`src/rtl/s2p_frame_receiver.sv`:
```
// s2p_frame_receiver
// Collects framed serial bits MSB-first into N-bit parallel words.
// A frame is exactly N accepted bits with s_last on the Nth bit. Any other
// framing discards the partial word and raises a one-cycle frame_err pulse.
// A single holding register lets the next word assemble while the current
// word waits for downstream.
//
// Ports
//   clk       : rising-edge clock
//   rst_n     : asynchronous active-low reset
//   s_data    : serial data bit
//   s_valid   : s_data / s_last qualify this cycle
//   s_last    : final bit of a frame
//   s_ready   : receiver takes a serial bit this cycle (combinational)
//   p_data    : assembled parallel word
//   p_valid   : p_data holds an undelivered word
//   p_ready   : downstream takes p_data this cycle
//   frame_err : one-cycle pulse per framing violation
//   err_count : saturating count of framing violations
module s2p_frame_receiver #(
  parameter int N = 4
) (
  input  logic         clk,
  input  logic         rst_n,
  input  logic         s_data,
  input  logic         s_valid,
  input  logic         s_last,
  output logic         s_ready,
  output logic [N-1:0] p_data,
  output logic         p_valid,
  input  logic         p_ready,
  output logic         frame_err,
  output logic [7:0]   err_count
);

  localparam int CW = (N > 2) ? $clog2(N) : 1;
  localparam logic [CW-1:0] CNT_MAX = CW'(N - 1);

  logic [CW-1:0] cnt_r, cnt_nxt_s;
  logic [N-1:0]  shift_r, shift_nxt_s;
  logic [N-1:0]  p_data_r, p_data_nxt_s;
  logic          p_valid_r, p_valid_nxt_s;
  logic          frame_err_r, frame_err_nxt_s;
  logic [7:0]    err_count_r, err_count_nxt_s;

  logic          last_pos_s;
  logic          accept_s;
  logic          drain_s;
  logic [N-1:0]  word_s;

  // Handshake qualifiers. The final bit position is only blocked when the
  // holding register is full and will not empty this cycle.
  always_comb begin
    last_pos_s = (cnt_r == CNT_MAX);
    s_ready    = !last_pos_s || !p_valid_r || p_ready;
    accept_s   = s_valid && s_ready;
    drain_s    = p_valid_r && p_ready;
    word_s     = {shift_r[N-2:0], s_data};
  end

  // Next-state computation for assembly, holding register and error tracking.
  always_comb begin
    cnt_nxt_s       = cnt_r;
    shift_nxt_s     = shift_r;
    p_data_nxt_s    = p_data_r;
    p_valid_nxt_s   = p_valid_r;
    frame_err_nxt_s = 1'b0;
    err_count_nxt_s = err_count_r;

    if (drain_s) begin
      p_valid_nxt_s = 1'b0;
    end else begin
      p_valid_nxt_s = p_valid_r;
    end

    if (accept_s) begin
      if (!last_pos_s && !s_last) begin
        shift_nxt_s = word_s;
        cnt_nxt_s   = cnt_r + {{(CW-1){1'b0}}, 1'b1};
      end else if (last_pos_s && s_last) begin
        // Load wins over a same-cycle drain, so back-to-back words see no bubble.
        p_data_nxt_s  = word_s;
        p_valid_nxt_s = 1'b1;
        shift_nxt_s   = {N{1'b0}};
        cnt_nxt_s     = {CW{1'b0}};
      end else begin
        // Early or missing s_last: drop the partial word, leave output alone.
        shift_nxt_s     = {N{1'b0}};
        cnt_nxt_s       = {CW{1'b0}};
        frame_err_nxt_s = 1'b1;
        if (err_count_r != 8'hFF) begin
          err_count_nxt_s = err_count_r + 8'd1;
        end else begin
          err_count_nxt_s = err_count_r;
        end
      end
    end else begin
      cnt_nxt_s   = cnt_r;
      shift_nxt_s = shift_r;
    end
  end

  // State registers with asynchronous clear.
  always_ff @(posedge clk or negedge rst_n) begin
    if (!rst_n) begin
      cnt_r       <= {CW{1'b0}};
      shift_r     <= {N{1'b0}};
      p_data_r    <= {N{1'b0}};
      p_valid_r   <= 1'b0;
      frame_err_r <= 1'b0;
      err_count_r <= 8'd0;
    end else begin
      cnt_r       <= cnt_nxt_s;
      shift_r     <= shift_nxt_s;
      p_data_r    <= p_data_nxt_s;
      p_valid_r   <= p_valid_nxt_s;
      frame_err_r <= frame_err_nxt_s;
      err_count_r <= err_count_nxt_s;
    end
  end

  assign p_data    = p_data_r;
  assign p_valid   = p_valid_r;
  assign frame_err = frame_err_r;
  assign err_count = err_count_r;

endmodule

```
`config.mk`:
```
export PLATFORM = sky130hd
export DESIGN_NAME = s2p_frame_receiver
export DESIGN_NICKNAME = d
export VERILOG_FILES = /design/src/rtl/s2p_frame_receiver.sv
export SDC_FILE = /design/constraint.sdc
export NUM_CORES = 1
export LEC_CHECK = 0
export CAP_MARGIN = 10
export CORE_MARGIN = 2
export CORE_UTILIZATION = 45
export DETAILED_ROUTE_END_ITERATION = 16
export PLACE_DENSITY_LB_ADDON = 0.05
export SETUP_SLACK_MARGIN = 0.1
export SLEW_MARGIN = 0
export SYNTH_ARGS = -nofsm -noshare
export SYNTH_HDL_FRONTEND = slang
export SYNTH_SLANG_ARGS = --single-unit
```
`constraint.sdc`:
```
create_clock -name clk -period 2.3 [get_ports clk]
set_input_delay 0.46 -clock clk [delete_from_list [all_inputs] [get_ports clk]]
set_output_delay 0.46 -clock clk [all_outputs]
set_load 0.02 [all_outputs]
```
; ---- Word level (Yosys, flattened, before mapping)
; Cells that the tools add are included.
[word_totals]
reg_bits = 19
output_inout_bits = 15
wordCells = 32
[classes]
n_addsub = 2
eq_ne = 2
n_mux = 9
bitwise = 2
reduce_logical = 11
[op_table]
columns = op, n
row1 = $add 8x1->8 const B, 1
row2 = $ne 8x8->1 const B, 1
row3 = $mux 1, 7
row4 = $logic_and 1x1->1, 4
row5 = $reduce_and 4->1, 1
row6 = $logic_not 1->1, 3
row7 = $mux 3, 1
row8 = $reduce_and 3->1, 1
row9 = $add 2x1->2 const B, 1
row10 = $eq 2x2->1 const B, 1
row11 = $logic_or 1x1->1, 2
row12 = $mux 2, 1
row13 = $not 1->1, 2

; ---- Depth between registers and ports, before layout
; Gate-level depths: netlist of the first run.
[depth]
word_depth = 6
depth_mapped = 6
mapped_depth_nobuf = 5

; ---- Worst setup path after synthesis of the first run
; No wires, ideal clock.
[synth_timing]
path_kind = flip-flop to flip-flop
startpoint = register cnt_r[0]
endpoint = register err_count_r[1], in the netlist err_count[1]
setup_time_ns = 0.125
arrival_time_ns = 1.559
required_ns = 2.175
slack_ns = 0.616
stages_incl_launch_ff = 7
path_buffers = 1
path_cell_list = dfrtp_1 -> ha_1 -> ha_1 -> and3_1 -> buf_6 -> nand2_1 -> mux2_2
[synth_between]
elab_chain_len = 6
word_cells_on_any_way = 10
cone_classes = eq/ne (1) / bitwise (2) / reduce/logical (7)
[synth_lines]
columns = element, line_no
row1 = "start, declared", 39  ; logic [CW-1:0] cnt_r, cnt_nxt_s;
row2 = "start signal, assigned", 106  ; cnt_r <= {CW{1'b0}};
row3 = "start signal, assigned", 113  ; cnt_r <= cnt_nxt_s;
row4 = $eq 2x2->1 (*), 54  ; last_pos_s = (cnt_r == CNT_MAX);
row5 = $logic_not 1->1, "55, 77"
row6 = $logic_or 1x1->1 (2 in series), 55  ; s_ready = !last_pos_s || !p_valid_r || p_ready;
row7 = $logic_and 1x1->1, 56  ; accept_s = s_valid && s_ready;
row8 = $reduce_and 4->1 (no source line) (*), -
row9 = "end signal, assigned", 118  ; err_count_r <= err_count_nxt_s;
row10 = "end, declared", 44  ; logic [7:0] err_count_r, err_count_nxt_s;
; Every way passes the cells marked *; elsewhere a longest branch is shown, timed or not.
; A chain may end at the register's enable or synchronous reset.

; ---- Worst setup path after layout of the first run
[layout_timing]
startpoint = register err_count_r[5], in the netlist err_count[5]
endpoint = output port err_count[5]
[layout_rtl]
columns = element, line_no
row1 = "end, declared", 33  ; output logic [7:0] err_count
; No word-level cell between the ends.

==> flow_metrics.env, run 1 <==
export IMPL_status="finished clean"
export IMPL_viasPerCell=5.18
export IMPL_cts_sinks=19
export IMPL_avgSynthCellArea_um2=11.2
export IMPL_sw_frac_of_total=0.368
export IMPL_cts_setup_buffers=0
export IMPL_cts_root_buf="clkbuf_4"
export IMPL_vias=678
export IMPL_drcViolationCount=0
export IMPL_dr_pass1_iters=4
export IMPL_p_switching_w=0.000393
export IMPL_drv_slew=0
export IMPL_timing_final_crit_share=0.820
export IMPL_start_util=0.467
export IMPL_seqPwrFrac=0.474
export IMPL_hp_class="in -> async"
export IMPL_tightest_slew_ps=276
export IMPL_clk_latency_ps=290
export IMPL_row_count=16
export IMPL_fmax_ghz=0.530
export IMPL_routed_wl_um=1750
export IMPL_netlist_instances=80
export IMPL_cts_tree="built"
export IMPL_drtAntennaViolNets=0
export IMPL_fillers=178
export IMPL_arrival_ps=1430
export IMPL_relSlewSlack=0.815
export IMPL_die_x_um=48.7
export IMPL_drive_above_1_share=0.106
export IMPL_path_cells="clkdlybuf4s50_1"
export IMPL_grt_pass1_vias=633
export IMPL_synth_seq_cells=19
export IMPL_setup_slack_ps=414
export IMPL_syn_area_um2=897
export IMPL_grt_max_degree=20
export IMPL_portBuffers=20
export IMPL_nNetsFinal=115
export IMPL_areaGrowthSynthToFinish_pct=29.3
export IMPL_cp_required_ps=1840
export IMPL_numCtsBuffers=3
export IMPL_synth_top_cell_area_share=0.530
export IMPL_cp_slowest_cell="clkdlybuf4s50_1"
export IMPL_synth_yosys_seq_area_share=0.530
export IMPL_end_kind="output port"
export IMPL_dp_final_hpwl_um=1270
export IMPL_clock_path_buffers=2
export IMPL_yosysWarningCount=0
export IMPL_fin_worst_skew_ps=2.10
export IMPL_cts_clk_slew_worst_paths_ps=110
export IMPL_period_minus_slack_ps=1890
export IMPL_reg2reg_slack_ps=500
export IMPL_dp_cells=127
export IMPL_maxCapViolations=0
export IMPL_drtIter0Drc=19
export IMPL_grt_overflow=0
export IMPL_finalHoldViolCount=0
export IMPL_path_delay_family="buffers and inverters"
export IMPL_io_pins=21
export IMPL_fin_cells=131
export IMPL_slowest_delay_ps=650
export IMPL_synthesis_nets=90
export IMPL_synth_largest_area_cell="dfrtp_1"
export IMPL_p_clk_frac=0.156
export IMPL_setup_viol=0
export IMPL_wl_per_cell_um=13.3
export IMPL_antenna_found_initial=0
export IMPL_grt_pass1_wl_um=2970
export IMPL_place_ws_ps=151
export IMPL_setup_tns_ps=0
export IMPL_power_density_mw_per_mm2=923
export IMPL_ir_worst_vdd_uv=765
export IMPL_cts_resized=0
export IMPL_path_buf_inv=1
export IMPL_grt_total_usage=0.162
export IMPL_critical_path_class="reg -> out"
export IMPL_ys_top_cells_by_area="dfrtp_1, mux2_2, ha_1"
export IMPL_dieArea_mm2=0.00237
export IMPL_chipHeight_um=48.7
export IMPL_htreeDepth=1
export IMPL_gp_congestion=0.760
export IMPL_n_antenna_cell=0
export IMPL_worstPathMaxFanout=6
export IMPL_combPwrFrac=0.370
export IMPL_leakage_nw=0.552
export IMPL_synth_cell_type_count=22
export IMPL_core_mm2=0.00192
export IMPL_power_internal_w=0.000677
export IMPL_hold_buffers=0
export IMPL_rsz0062_at_grt="no"
export IMPL_startpoint_type="register"
registers in the layout (all words and copies together) (netlist names):
register   flops
cnt_r          2
err_count      8
frame_err      1
p_data         4
p_valid        1
shift_r        3
per-stage QoR:
| stage | hold WS [ps] | instance area [µm²] | power, W | util |
|---|---|---|---|---|
| global route | 521 | 1160 | 0.00115 | 0.604 |
| finish | 495 | 1160 | 0.00107 | 0.604 |
| detailed placement | 488 | 1130 | 0.000910 | 0.589 |
| CTS | 496 | 1160 | 0.00108 | 0.602 |
| floorplan | 164 | 897 | 0.000716 | - |
| global placement | 462 | 1130 | 0.000896 | 0.589 |
routing by layer:
layer / global-route usage / wire, µm
met4: 0.0571 / 0
met3: 0.0340 / 93
met1: 0.218 / 803
met5: 0 / 0
met2: 0.260 / 848
final timing paths:
path	from	end	depth (start not counted)
max	err_count[5]	err_count[5]	1
min	rst_n	err_count[5]	2
max reg2reg	cnt_r[0]	err_count[7]	5
min reg2reg	shift_r[2]	shift_r[2]	2
max in group asynchronous	rst_n	p_data[0]	2
min in group clk	shift_r[2]	shift_r[2]	2
synth_stat cells:
master,number
dfrtp_1,19
nand2_1,13
o21ai_0,6
mux2_2,5
nand4_1,5
ha_1,4
inv_1,4
and3_1,3
nand2b_1,3
xnor2_1,3
a21oi_1,2
mux2_1,2
nand4b_1,2
a21boi_0,1
a31oi_1,1
and4_1,1
buf_6,1
clkbuf_1,1
mux2i_1,1
nand3_1,1
nand3b_4,1
nor2_1,1
area by class of cell:
class | instances | area (µm²) | area share
inverters | 4 | 15.0 | 0.0129
multi-input cells | 55 | 392 | 0.338
repair buffers | 22 | 218 | 0.188
clock buffers | 4 | 26.3 | 0.0227
flip-flops and latches | 19 | 475 | 0.410
well taps | 27 | 33.8 | 0.0291
power by group through the flow:
stage	combinational, W	sequential, W	clock, W
6_report	0.000396	0.000508	0.000167
5_1_grt	0.000432	0.000522	0.000192
3_5_place_dp	0.000398	0.000512	0
3_3_place_gp	0.000391	0.000504	0
4_1_cts	0.000400	0.000505	0.000174
2_1_floorplan	0.000148	0.000567	0
logic make-up after synthesis:
| group | after synthesis | synth area share |
|---|---|---|
| AND/OR/NAND/NOR | 30 | 0.192 |
| flip-flops | 19 | 0.530 |
| AO/OA/AOI/OAI | 10 | 0.0600 |
| multiplexers | 8 | 0.0990 |
| buffers and inverters | 6 | 0.0335 |
| adder cells (fa/ha/maj) | 4 | 0.0558 |
| XOR/XNOR | 3 | 0.0293 |
cell usage in the layout (no fill, tap or decap), drive strengths merged, types with 2 or more instances in the layout:
master         count
inv                4
nand2             13
and3               3
buf                2
clkbuf             4
nand4              5
nand4b             2
o21ai              6
xnor2              3
dfrtp             19
nand2b             3
a21oi              2
mux2               7
ha                 4
clkdlybuf4s50     19
No activity file was read; power rests on OpenSTA's default activity.
==> inputs of run 2 (changes only) <==
- clock period: 2.3 -> 1.83 ns (I/O delays scaled with it)
==> run 2 against run 1 <==
Net effect: setup slack got worse by 260 ps; sequential share of layout area is 1.9 points lower; count of clock-buffer cells in the layout did not move; largest power group unchanged; routed wire length shrank 4.0%; largest cell class unchanged; clock power is 29% higher.
==> flow_metrics.env, run 2 (synthesized netlist as in run 1, its figures left out) <==
export IMPL_reg2reg_slack_ps=170
export IMPL_place_area_mm2=0.00117
export IMPL_gp_congestion=0.770
export IMPL_row_count=16
export IMPL_leakage_nw=0.657
export IMPL_final_util=0.633
export IMPL_setup_viol=0
export IMPL_nNetsFinal=121
export IMPL_tightest_slew_ps=280
export IMPL_cp_required_ps=1460
export IMPL_n_antenna_cell=0
export IMPL_power_density_mw_per_mm2=1080
export IMPL_core_mm2=0.00192
export IMPL_rsz0062_at_grt="no"
export IMPL_areaGrowthSynthToFinish_pct=35.7
export IMPL_clk_latency_ps=290
export IMPL_dp_final_hpwl_um=1200
export IMPL_vias=693
export IMPL_cts_clk_slew_worst_paths_ps=110
export IMPL_drcViolationCount=0
export IMPL_grt_max_degree=20
export IMPL_cp_slowest_cell="dfrtp_1"
export IMPL_die_x_um=48.7
export IMPL_grt_pass1_wl_um=2820
export IMPL_sw_frac_of_total=0.369
export IMPL_path_cells="ha_2, nand3b_4, clkdlybuf4s15_1"
export IMPL_end_kind="output port"
export IMPL_fmax_ghz=0.598
export IMPL_p_clk_frac=0.164
export IMPL_dp_cells=132
export IMPL_relSlewSlack=0.813
export IMPL_arrival_ps=1310
export IMPL_drive_above_1_share=0.173
export IMPL_finalInstanceArea_mm2=0.00122
export IMPL_htreeDepth=1
export IMPL_wl_per_cell_um=12.2
export IMPL_maxCapViolations=0
export IMPL_grt_pass1_vias=622
export IMPL_clock_path_buffers=2
export IMPL_reg2reg_depth=5
export IMPL_timing_final_crit_share=0.913
export IMPL_fin_worst_skew_ps=3.19
export IMPL_crit_reg2reg_capture="err_count[7]"
export IMPL_p_switching_w=0.000485
export IMPL_critical_path_class="reg -> out"
export IMPL_startpoint_type="register"
export IMPL_status="finished clean"
export IMPL_chipHeight_um=48.7
export IMPL_ir_worst_vdd_uv=852
export IMPL_io_pins=21
export IMPL_fin_cells=137
export IMPL_layout_commonest_cell="dfrtp_1"
export IMPL_finalHoldViolCount=0
export IMPL_drtIter0Drc=10
export IMPL_start_util=0.467
export IMPL_largest_reg_flops=8
export IMPL_combPwrFrac=0.361
export IMPL_routed_wl_um=1680
export IMPL_dieArea_mm2=0.00237
export IMPL_dr_pass1_iters=4
export IMPL_viasPerCell=5.06
export IMPL_period_minus_slack_ps=1670
export IMPL_grt_total_usage=0.151
export IMPL_grt_overflow=0
export IMPL_hp_class="in -> async"
export IMPL_cts_sinks=19
export IMPL_antenna_found_initial=0
export IMPL_drv_slew=0
export IMPL_portBuffers=20
export IMPL_numCtsBuffers=3
export IMPL_total_power_w=0.00131
export IMPL_final_cell_mix="dfrtp_1, nand2_1, clkdlybuf4s50_1"
export IMPL_reg2reg_from="cnt_r[0]"
export IMPL_drtAntennaViolNets=0
export IMPL_power_internal_w=0.000828
export IMPL_cts_tree="built"
export IMPL_slowest_delay_ps=400
export IMPL_cts_root_buf="clkbuf_4"
export IMPL_hold_buffers=0
export IMPL_seqPwrFrac=0.475
export IMPL_worstPathMaxFanout=3
-- run 2: changes by cell type in the layout (fill, tap and decap cells not counted), sizes merged --
cell	before	now
clkdlybuf4s50	19	10
buf	2	8
dlygate4sd2	0	4
dlymetal6s2s	1	5
clkdlybuf4s15	0	1
-- run 2: layout make-up --
cell class	count	area, µm²
clock buffer	4	26.3
fill	173	704
inverter	4	15.0
multi-input combinational	55	399
sequential	19	475
tap	27	33.8
timing repair buffer	28	268
-- run 2: how the worst max path moves through the flow --
stage / from / endpoint / slack [ps] / depth (start not counted)
finish: cnt_r[0] / s_ready / 160 / 3
CTS: err_count[3] / err_count[3] / 100 / 1
global placement: p_ready / s_ready / -100 / 3
global route: cnt_r[0] / err_count[6] / 90 / 5
floorplan: cnt_r[0] / err_count[1] / 150 / 6
detailed placement: p_ready / s_ready / -110 / 3
-- run 2: worst max-delay path, delay by kind of cell, from the launching register on --
kind,cells,cell delay (ps)
AND/OR/NAND/NOR,1,90
flip-flops,1,400
adder cells (fa/ha/maj),1,220
buffers and inverters,1,300
-- run 2: what timing repair did --
action | 4_1_cts | 5_1_grt
cloned | 0 | 0
buffers inserted | 0 | 1
endpoints found under the setup margin | 10 | 9
gates resized for setup | 8 | 6
-- run 2: per-stage QoR --
stage	hold slack (ps)	setup TNS, ps	setup slack, ps
2_1_floorplan	70.4	0	146
3_3_place_gp	466	-479	-103
3_5_place_dp	471	-548	-115
4_1_cts	403	0	101
5_1_grt	434	0	93.7
6_report	395	0	158
-- run 2: power groups by stage --
stage | logic, W | clock network, W | registers [W]
floorplan | 0.000187 | 0 | 0.000713
detailed placement | 0.000506 | 0 | 0.000635
finish | 0.000474 | 0.000216 | 0.000624
CTS | 0.000480 | 0.000222 | 0.000625
global route | 0.000523 | 0.000236 | 0.000644
global placement | 0.000499 | 0 | 0.000634
-- run 2: metal layers --
metal | up-vias | wire, µm | track usage
met2 | 20 | 716 | 0.224
met4 | 0 | 15 | 0.0571
met5 | - | 0 | 0
met3 | 2 | 94 | 0.0340
li1 | 342 | - | -
met1 | 329 | 849 | 0.218
==> inputs of run 3 (changes only) <==
- CTS_CLUSTER_SIZE: default -> 25
==> results of run 3 <==
Final layout, timing and power as in run 2 (identical DEF).
